## src/rtl/parallel_to_serial_converter_if.sv

```systemverilog
// rtl/parallel_to_serial_converter_if.sv - load handshake and serial output bundle for the P2S converter
//
// Signals:
//   parallelDataIn [WIDTH]  word to serialize (producer -> converter)
//   loadValid               producer offers a word
//   loadReady               converter accepts a word this cycle
//   serialDataOut           current serial bit
//   serialValid             serialDataOut carries a valid bit
//   lastBit                 final bit of the current frame
//   busy                    frame in progress
// Modports: master = producer side, slave = converter side.
interface parallel_to_serial_converter_if #(
    parameter int WIDTH = 8
);
    logic [WIDTH-1:0] parallelDataIn;
    logic             loadValid;
    logic             loadReady;
    logic             serialDataOut;
    logic             serialValid;
    logic             lastBit;
    logic             busy;

    modport master (
        output parallelDataIn, loadValid,
        input  loadReady, serialDataOut, serialValid, lastBit, busy
    );

    modport slave (
        input  parallelDataIn, loadValid,
        output loadReady, serialDataOut, serialValid, lastBit, busy
    );
endinterface

```

## src/rtl/parallel_to_serial_converter.sv

```systemverilog
// rtl/parallel_to_serial_converter.sv - WIDTH-bit word to framed serial bit stream with zero-gap reload
//
// Parameters: WIDTH (>=2) word width, MSB_FIRST (1 = bit WIDTH-1 first, 0 = bit 0 first).
// Optional feature macro: P2S_PARITY_EN appends an even-parity bit to every frame.
// Ports:
//   clk    system clock, rising edge
//   reset  asynchronous active-low reset
//   bus    parallel_to_serial_converter_if.slave (load handshake in, serial stream out)
module parallel_to_serial_converter #(
    parameter int WIDTH     = 8,
    parameter bit MSB_FIRST = 1'b1
) (
    input  logic                            clk,
    input  logic                            reset,
    parallel_to_serial_converter_if.slave   bus
);

`ifdef P2S_PARITY_EN
    localparam int FRAME_LEN = WIDTH + 1;
`else
    localparam int FRAME_LEN = WIDTH;
`endif
    localparam int CW = $clog2(WIDTH + 1);
    localparam logic [CW-1:0] LAST_CNT = CW'(FRAME_LEN - 1);

    typedef enum logic {IDLE, SHIFT} state_t;

    state_t           state_q, state_d;
    logic [WIDTH-1:0] shreg_q, shreg_d;
    logic [CW-1:0]    count_q, count_d;
    logic             accept;
    logic             data_bit;
`ifdef P2S_PARITY_EN
    logic             parity_q, parity_d;
`endif

    // Ready only when a new word can start next cycle: idle, or on the
    // final bit so the next frame follows without a gap.
    assign bus.loadReady = reset && ((state_q == IDLE) || (count_q == '0));
    assign accept        = bus.loadValid && bus.loadReady;

    always_ff @(posedge clk or negedge reset) begin
        if (!reset) begin
            state_q  <= IDLE;
            shreg_q  <= '0;
            count_q  <= '0;
`ifdef P2S_PARITY_EN
            parity_q <= 1'b0;
`endif
        end else begin
            state_q  <= state_d;
            shreg_q  <= shreg_d;
            count_q  <= count_d;
`ifdef P2S_PARITY_EN
            parity_q <= parity_d;
`endif
        end
    end

    always_comb begin
        state_d  = state_q;
        shreg_d  = shreg_q;
        count_d  = count_q;
`ifdef P2S_PARITY_EN
        parity_d = parity_q;
`endif
        case (state_q)
            IDLE: begin
                if (accept) begin
                    shreg_d  = bus.parallelDataIn;
                    count_d  = LAST_CNT;
                    state_d  = SHIFT;
`ifdef P2S_PARITY_EN
                    parity_d = ^bus.parallelDataIn;
`endif
                end
            end
            SHIFT: begin
                shreg_d = MSB_FIRST ? (shreg_q << 1) : (shreg_q >> 1);
                count_d = count_q - CW'(1);
                if (count_q == '0) begin
                    if (accept) begin
                        shreg_d  = bus.parallelDataIn;
                        count_d  = LAST_CNT;
`ifdef P2S_PARITY_EN
                        parity_d = ^bus.parallelDataIn;
`endif
                    end else begin
                        count_d = '0;
                        state_d = IDLE;
                    end
                end
            end
            default: state_d = IDLE;
        endcase
    end

    assign data_bit = MSB_FIRST ? shreg_q[WIDTH-1] : shreg_q[0];

`ifdef P2S_PARITY_EN
    // The parity bit occupies the count==0 slot after all data bits.
    assign bus.serialDataOut = (state_q == SHIFT) &&
                               ((count_q == '0) ? parity_q : data_bit);
`else
    assign bus.serialDataOut = (state_q == SHIFT) && data_bit;
`endif
    assign bus.serialValid = (state_q == SHIFT);
    assign bus.busy        = (state_q == SHIFT);
    assign bus.lastBit     = (state_q == SHIFT) && (count_q == '0);

endmodule

```

## src/flat_wrapper.sv

```systemverilog
// flat-port wrapper written by rule: the top's interface ports become plain ports
module parallel_to_serial_converter_flat 
#(
    parameter int WIDTH     = 8,
    parameter bit MSB_FIRST = 1'b1
)
  (clk, reset, bus_parallelDataIn, bus_loadValid, bus_loadReady, bus_serialDataOut, bus_serialValid, bus_lastBit, bus_busy);
  parallel_to_serial_converter_if #(.WIDTH(WIDTH)) bus_i ();
  input  logic clk;
  input  logic reset;
  input wire logic [$bits(bus_i.parallelDataIn)-1:0] bus_parallelDataIn;
  input wire logic [$bits(bus_i.loadValid)-1:0] bus_loadValid;
  output wire logic [$bits(bus_i.loadReady)-1:0] bus_loadReady;
  output wire logic [$bits(bus_i.serialDataOut)-1:0] bus_serialDataOut;
  output wire logic [$bits(bus_i.serialValid)-1:0] bus_serialValid;
  output wire logic [$bits(bus_i.lastBit)-1:0] bus_lastBit;
  output wire logic [$bits(bus_i.busy)-1:0] bus_busy;
  assign bus_i.parallelDataIn = bus_parallelDataIn;
  assign bus_i.loadValid = bus_loadValid;
  assign bus_loadReady = bus_i.loadReady;
  assign bus_serialDataOut = bus_i.serialDataOut;
  assign bus_serialValid = bus_i.serialValid;
  assign bus_lastBit = bus_i.lastBit;
  assign bus_busy = bus_i.busy;
  parallel_to_serial_converter #(.WIDTH(WIDTH), .MSB_FIRST(MSB_FIRST)) u_core (.clk(clk), .reset(reset), .bus(bus_i));
endmodule
```

## config.mk

```make
export PLATFORM = sky130hd
export DESIGN_NAME = parallel_to_serial_converter_flat
export DESIGN_NICKNAME = d
export VERILOG_FILES = /design/src/rtl/parallel_to_serial_converter_if.sv /design/src/rtl/parallel_to_serial_converter.sv /design/src/flat_wrapper.sv
export SDC_FILE = /design/constraint.sdc
export NUM_CORES = 1
export LEC_CHECK = 0
export ABC_AREA = 1
export CELL_PAD_IN_SITES_DETAIL_PLACEMENT = 1
export CELL_PAD_IN_SITES_GLOBAL_PLACEMENT = 2
export CORE_MARGIN = 8
export CORE_UTILIZATION = 29
export CTS_BUF_LIST = sky130_fd_sc_hd__clkbuf_16
export DETAILED_ROUTE_END_ITERATION = 16
export GPL_TIMING_DRIVEN = 0
export PLACE_DENSITY = 0.77
export SETUP_SLACK_MARGIN = 0.1
export SYNTH_ARGS = -nofsm -noshare
export SYNTH_HDL_FRONTEND = slang
export SYNTH_SLANG_ARGS = --single-unit
```

## constraint.sdc

```tcl
create_clock -name clk -period 1.6 [get_ports clk]
set_input_delay 0.16 -clock clk [delete_from_list [all_inputs] [get_ports clk]]
set_output_delay 0.16 -clock clk [all_outputs]
set_load 0.1 [all_outputs]
```

==> results.txt, run 1 <==
CP peak stage delay -> 370 ps
Int Pwr -> 1.449 mW
Post-place setup slack -> -1274 ps
Distinct cell type count after synthesis -> 19
Worst clock skew -> 2.950 ps
Syn_area_per_cell -> 8.114 um^2
Sw frac -> 0.4545
Min Tclk post-route -> 1499 ps
Commonest cells after routing, fill and taps aside -> nand2_1, inv_1, dfrtp_1, buf_4, clkdlybuf4s50_1
Antenna Nets Post-Route -> 0
I/O pin count -> 16
Cells after DPL -> 146
Max Clk Rate -> 666.9 MHz
Final setup TNS -> 0 ps
Largest net degree at the start of global routing -> 14
Drc violations -> 0
Die Span X -> 69.16 um
FP Rows -> 19
Worst slew pin tran -> 607.3 ps
Yosys warns -> 0
Top cells by area, synth -> dfrtp_1, nand2_1, inv_1
Post-Synthesis Cells -> 101
Final instance area -> 1232 um^2
Final #Nets -> 139
CTS tree -> done
Worst relative slew slack -> 0.5938
Crit end category -> output pin
Util after Layout -> 0.4548
IO buf count -> 14
Ant diodes -> 0
Synth area leader -> dfrtp_1
Wire per inst -> 12.34 um
Initial antenna violation count -> 0
Final setup fails -> 0
Hold Violations, Final -> 0
P_sw -> 1.208 mW
Hpwl dp -> 1406 um
RSZ-0062 raised after global routing -> yes
Number of synthesized register bits -> 13
Worst-path maximum fanout -> 5
Drt pass-1 iters -> 2
Sink Count -> 13
Outcome -> complete, no violations
Share of layout cells above drive strength 1 -> 0.2857
Cell Area, Placed -> 1028 um^2
Vias -> 726
Starting density of the core -> 0.3024
Area grow syn2layout -> 50.38%
HP Class -> in -> reg
Crit Path Class -> reg -> out
Setup crit start kind -> flip-flop
Clock Power Share -> 0.176
CP Buf/Inv Count -> 2
CTS Buf Count -> 3
Register area share after synthesis -> 0.3969
Filler Cell Count -> 335
Share of power burned in registers -> 0.223
Most common cell after layout, fill and taps aside -> nand2_1
Hold slack -> 279.6 ps
Combinational group share of total power -> 0.601
H-Tree Depth -> 1
Syn Std Cell Area -> 819.5 um^2
Core area -> 2710 um^2
Slew Limit Fails -> 0
Clock slew at reported path FFs -> 50 ps
GRT overflow -> 0
Worst skew pair latency -> 240 ps
Worst path arrival time -> 1340 ps
Maximum VDD drop -> 1345 uV
# Max-Cap Violations -> 0
Crit-path leading delay family -> flip-flops
Total track usage -> 0.08363
Crit path cell chain -> inv_2 > ha_4 > nand2_8 > a21oi_4 > buf_12
PnR worst setup slack -> 100.6 ps
CP required -> 1440 ps
Gpl congestion -> 0.6772
Critical path's slowest cell -> dfrtp_1
Syn_nets -> 113
Design Power -> 2.657 mW
Die height -> 69.16 um
Final period util -> 0.9371
Detailed Route WL -> 1938 um
P_leak -> 0.6739 nW
Synth top area share -> 0.3969
Power per cell area -> 2156 nW/um^2
Die area -> 4783 um^2
Bufs on Longest Clock Path -> 2
Finished Layout Cells -> 157
First-pass GRT wire length -> 3346 um
Initial DRC count -> 14
Vias in the first global route -> 767
Root Buffer -> clkbuf_16
DR vias/cell -> 4.624
## cell type report
type | instances | area [um^2] | area share
clock inverters | 1 | 3.754 | 0.003046
clock buffers | 3 | 75.07 | 0.06091
inverters | 23 | 90.09 | 0.07310
plain buffers | 5 | 61.31 | 0.04975
well taps | 31 | 38.79 | 0.03147
flip-flops and latches | 13 | 329.1 | 0.2670
multi-input cells | 60 | 411.6 | 0.3340
repair buffers | 21 | 222.7 | 0.1807
## path summary, 6_finish.rpt
path / startpoint / cells past startpoint / slack [ps] / endpoint
min in group asynchronous: reset / 2 / 590 / u_core.shreg_q[4]
worst max-delay path: u_core.count_q[0] / 5 / 100 / bus_loadReady
worst min-delay path: bus_loadValid / 3 / 280 / u_core.bus.busy
worst max register to register: u_core.bus.busy / 6 / 280 / u_core.shreg_q[0]
max in group asynchronous: reset / 2 / 550 / u_core.bus.busy
worst min register to register: u_core.shreg_q[0] / 2 / 490 / u_core.shreg_q[0]
## repair_timing
item | 4_1_cts | 5_1_grt
pin swaps | 1 | 2
resized for setup | 43 | 6
endpoints found under the hold margin | 13 | 0
endpoints found under the setup margin | 14 | 4
setup buffers | 1 | 5
hold buffers | 1 | 0
## sequential cells by signal (all words and copies together), names as in the netlist
signal           cells
u_core.bus.busy      1
u_core.count_q       4
u_core.shreg_q       8
## worst register-to-register path, stage by stage (launching register included)
cell	delay (ps)
dfrtp_4	480
buf_8	130
buf_12	130
buf_4	150
a21oi_2	210
nand2_1	100
o21ai_2	60
## power groups by stage
stage	Combinational, mW	Sequential [mW]	Clock [mW]
floorplan	1.00	0.629	0
global placement	1.30	0.573	0
detailed placement	1.34	0.580	0
CTS	1.52	0.582	0.481
global route	1.72	0.611	0.497
finish	1.60	0.593	0.467
## cells in the mapped netlist
| library cell | instances |
|---|---|
| nand2_8 | 1 |
| nand3_4 | 1 |
| a21oi_1 | 1 |
| o21ai_0 | 2 |
| nand2_1 | 28 |
| mux2i_1 | 7 |
| o21ai_2 | 2 |
| nand2_4 | 1 |
| buf_4 | 2 |
| ha_1 | 1 |
| o21ai_1 | 1 |
| inv_1 | 23 |
| buf_6 | 3 |
| nand4_1 | 7 |
| nor2_1 | 3 |
| nor2_2 | 1 |
| nand3_1 | 3 |
| dfrtp_1 | 13 |
| a21oi_2 | 1 |
## routing by layer
| metal | share of wire | vias up | global-route usage |
|---|---|---|---|
| li1 | - | 362 | - |
| met1 | 0.42 | 344 | 0.08964 |
| met2 | 0.51 | 14 | 0.1434 |
| met3 | 0.031 | 6 | 0.01431 |
| met4 | 0.033 | 0 | 0.06150 |
| met5 | 0 | - | 0 |
## kinds of logic after synthesis
logic type / share of synthesized area
simple gates: 0.2809
buf+inv: 0.1649
flops: 0.3969
compound gates: 0.05648
mux: 0.08550
fa+ha+maj: 0.01526
Note: power is estimated with default switching activity, not from simulation.
==> inputs of run 2 (changes only) <==
--- a/config.mk
+++ b/config.mk
@@ -12,7 +12,6 @@
 export CORE_UTILIZATION = 29
 export CTS_BUF_LIST = sky130_fd_sc_hd__clkbuf_16
 export DETAILED_ROUTE_END_ITERATION = 16
-export GPL_TIMING_DRIVEN = 0
 export PLACE_DENSITY = 0.77
 export SETUP_SLACK_MARGIN = 0.1
 export SYNTH_ARGS = -nofsm -noshare
==> run 2 against run 1 <==
Die area unchanged. Flip-flop and latch count unchanged. Register-to-register slack worse by 30 ps. Fmax up 2.1%. Wire length up 3.4%. Critical path depth unchanged. Clock-buffer cell count unchanged. Global-route usage about the same. Clock skew about the same. Sequential share of layout area up 0.33 points. Non-clock buffer count down 1.
==> results.txt, run 2 (same netlist as run 1, synthesis figures left out) <==
Outcome -> complete, no violations (unchanged)
P_leak -> 0.6685 nW (was 0.6739 nW)
Final setup fails -> 0 (unchanged)
Vias in the first global route -> 750 (was 767)
Setup crit start kind -> flip-flop (unchanged)
Worst slew pin tran -> 419.4 ps (was 607.3 ps)
Bufs on Longest Clock Path -> 2 (unchanged)
Max Clk Rate -> 680.9 MHz (was 666.9 MHz)
Min Tclk post-route -> 1469 ps (was 1499 ps)
Drt pass-1 iters -> 2 (unchanged)
Crit-path leading delay family -> flip-flops (unchanged)
Hpwl dp -> 1469 um (was 1406 um)
Worst-path maximum fanout -> 5 (unchanged)
HP Class -> in -> async (was in -> reg)
Total track usage -> 0.08384 (was 0.08363)
Sink Count -> 13 (unchanged)
Crit end category -> output pin (unchanged)
Root Buffer -> clkbuf_16 (unchanged)
Commonest cells after routing, fill and taps aside -> nand2_1, inv_1, dfrtp_1, clkdlybuf4s50_1, buf_4 (was nand2_1, inv_1, dfrtp_1, buf_4, clkdlybuf4s50_1)
Area grow syn2layout -> 48.55% (was 50.38%)
R2R cell count -> 9 (was 6)
Ant diodes -> 0 (unchanged)
Die height -> 69.16 um (unchanged)
# Max-Cap Violations -> 0 (unchanged)
Worst R2R Start -> u_core.count_q[1] (was u_core.bus.busy)
FP Rows -> 19 (unchanged)
Crit Path Class -> reg -> out (unchanged)
Worst clock skew -> 2.816 ps (was 2.950 ps)
Gpl congestion -> 0.7117 (was 0.6772)
Biggest register -> u_core.shreg_q (unchanged)
Die Span X -> 69.16 um (unchanged)
Detailed Route WL -> 2003 um (was 1938 um)
Largest net degree at the start of global routing -> 17 (was 14)
Core area -> 2710 um^2 (unchanged)
Worst relative slew slack -> 0.7195 (was 0.5938)
Initial DRC count -> 8 (was 14)
Starting density of the core -> 0.3024 (unchanged)
CP peak stage delay -> 400 ps (was 370 ps)
DR vias/cell -> 4.545 (was 4.624)
Clock slew at reported path FFs -> 50 ps (about the same)
Slew Limit Fails -> 0 (unchanged)
Final setup TNS -> 0 ps (unchanged)
Worst path arrival time -> 1310 ps (was 1340 ps)
I/O pin count -> 16 (unchanged)
H-Tree Depth -> 1 (unchanged)
Drc violations -> 0 (unchanged)
Levels on crit path -> 5 (unchanged)
Antenna Nets Post-Route -> 0 (unchanged)
IO buf count -> 15 (was 14)
Worst skew pair latency -> 240 ps (about the same)
Critical path's slowest cell -> dfrtp_1 (unchanged)
Hold Violations, Final -> 0 (unchanged)
First-pass GRT wire length -> 3298 um (was 3346 um)
Crit path cell chain -> inv_2 > ha_4 > nand2_8 > a21oi_4 > buf_12 (unchanged)
Wire per inst -> 12.84 um (was 12.34 um)
CP required -> 1440 ps (about the same)
Most common cell after layout, fill and taps aside -> nand2_1 (unchanged)
Initial antenna violation count -> 0 (unchanged)
Reg2Reg Setup Slack -> 250 ps (was 280 ps)
Maximum VDD drop -> 1161 uV (was 1345 uV)
Hold slack -> 314.0 ps (was 279.6 ps)
Power per cell area -> 2161 nW/um^2 (was 2156 nW/um^2)
Vias -> 709 (was 726)
CTS tree -> done (unchanged)
Share of layout cells above drive strength 1 -> 0.2640 (was 0.2857)
RSZ-0062 raised after global routing -> yes (unchanged)
GRT overflow -> 0 (unchanged)
Reg2reg end -> u_core.shreg_q[7] (was u_core.shreg_q[0])
Final #Nets -> 138 (was 139)
Die area -> 4783 um^2 (unchanged)
CTS Buf Count -> 3 (unchanged)
Final period util -> 0.9179 (was 0.9371)
Max reg flops -> 8 (unchanged)
CP Buf/Inv Count -> 2 (unchanged)
CTS Hold Bufs -> 0 (was 1)
## run 2: where the power goes
part	internal [mW]	total [mW]	switching, mW	leakage (nW)
combinational	0.617	1.54	0.927	0.467
clock	0.332	0.467	0.135	0.0409
sequential	0.482	0.619	0.138	0.161
## run 2: metrics by stage
step	area, um^2	total power [mW]	utilization	instances	setup WS [ps]
global placement	1059	1.943	0.3906	145	218.6
global route	1217	2.803	0.4492	156	80.81
detailed placement	1059	1.985	0.3906	145	155.3
CTS	1172	2.561	0.4326	150	100.1
floorplan	849.6	1.629	-	101	-64.13
finish	1217	2.631	0.4492	156	131.3
## run 2: layer usage
layer	up-vias	part of all wire	GRT usage
met5	-	0	0
met3	2	0.023	0.01288
li1	362	-	-
met1	335	0.41	0.08450
met4	0	0.013	0.05467
met2	10	0.55	0.1547
## run 2: layout make-up
cell class                      instances  area (um^2)
Clock buffer                            3        75.07
Clock inverter                          1        5.005
Fill cell                             339         1493
Inverter                               23        90.09
Multi-Input combinational cell         60        404.1
Sequential cell                        13        329.1
Tap cell                               31        38.79
Timing Repair Buffer                   25        275.3
## run 2: how the worst max path moves through the flow
| stage | start | slack (ps) | endpoint |
|---|---|---|---|
| 5_1_grt | u_core.count_q[1] | 80 | bus_loadReady |
| 4_1_cts | u_core.count_q[1] | 100 | bus_loadReady |
| 3_5_place_dp | u_core.count_q[0] | 160 | bus_loadReady |
| 6_report | u_core.count_q[1] | 130 | bus_loadReady |
| 2_1_floorplan | u_core.bus.busy | -60 | bus_loadReady |
| 3_3_place_gp | u_core.count_q[0] | 220 | bus_loadReady |
## run 2: timing repair
| item | 4_1_cts | 5_1_grt |
|---|---|---|
| setup endpoints to repair | 2 | 3 |
| buffers inserted | 1 | 6 |
| endpoints found under the hold margin | 0 | 0 |
| pin swaps | 1 | 3 |
| resized for setup | 5 | 1 |
==> inputs of run 3 (changes only) <==
--- a/config.mk
+++ b/config.mk
@@ -12,6 +12,7 @@
 export CORE_UTILIZATION = 29
 export CTS_BUF_LIST = sky130_fd_sc_hd__clkbuf_16
 export DETAILED_ROUTE_END_ITERATION = 16
+export HOLD_SLACK_MARGIN = 0.06
 export PLACE_DENSITY = 0.77
 export SETUP_SLACK_MARGIN = 0.1
 export SYNTH_ARGS = -nofsm -noshare
==> results of run 3 <==
No change in the layout: final DEF, timing and power equal those of run 2.
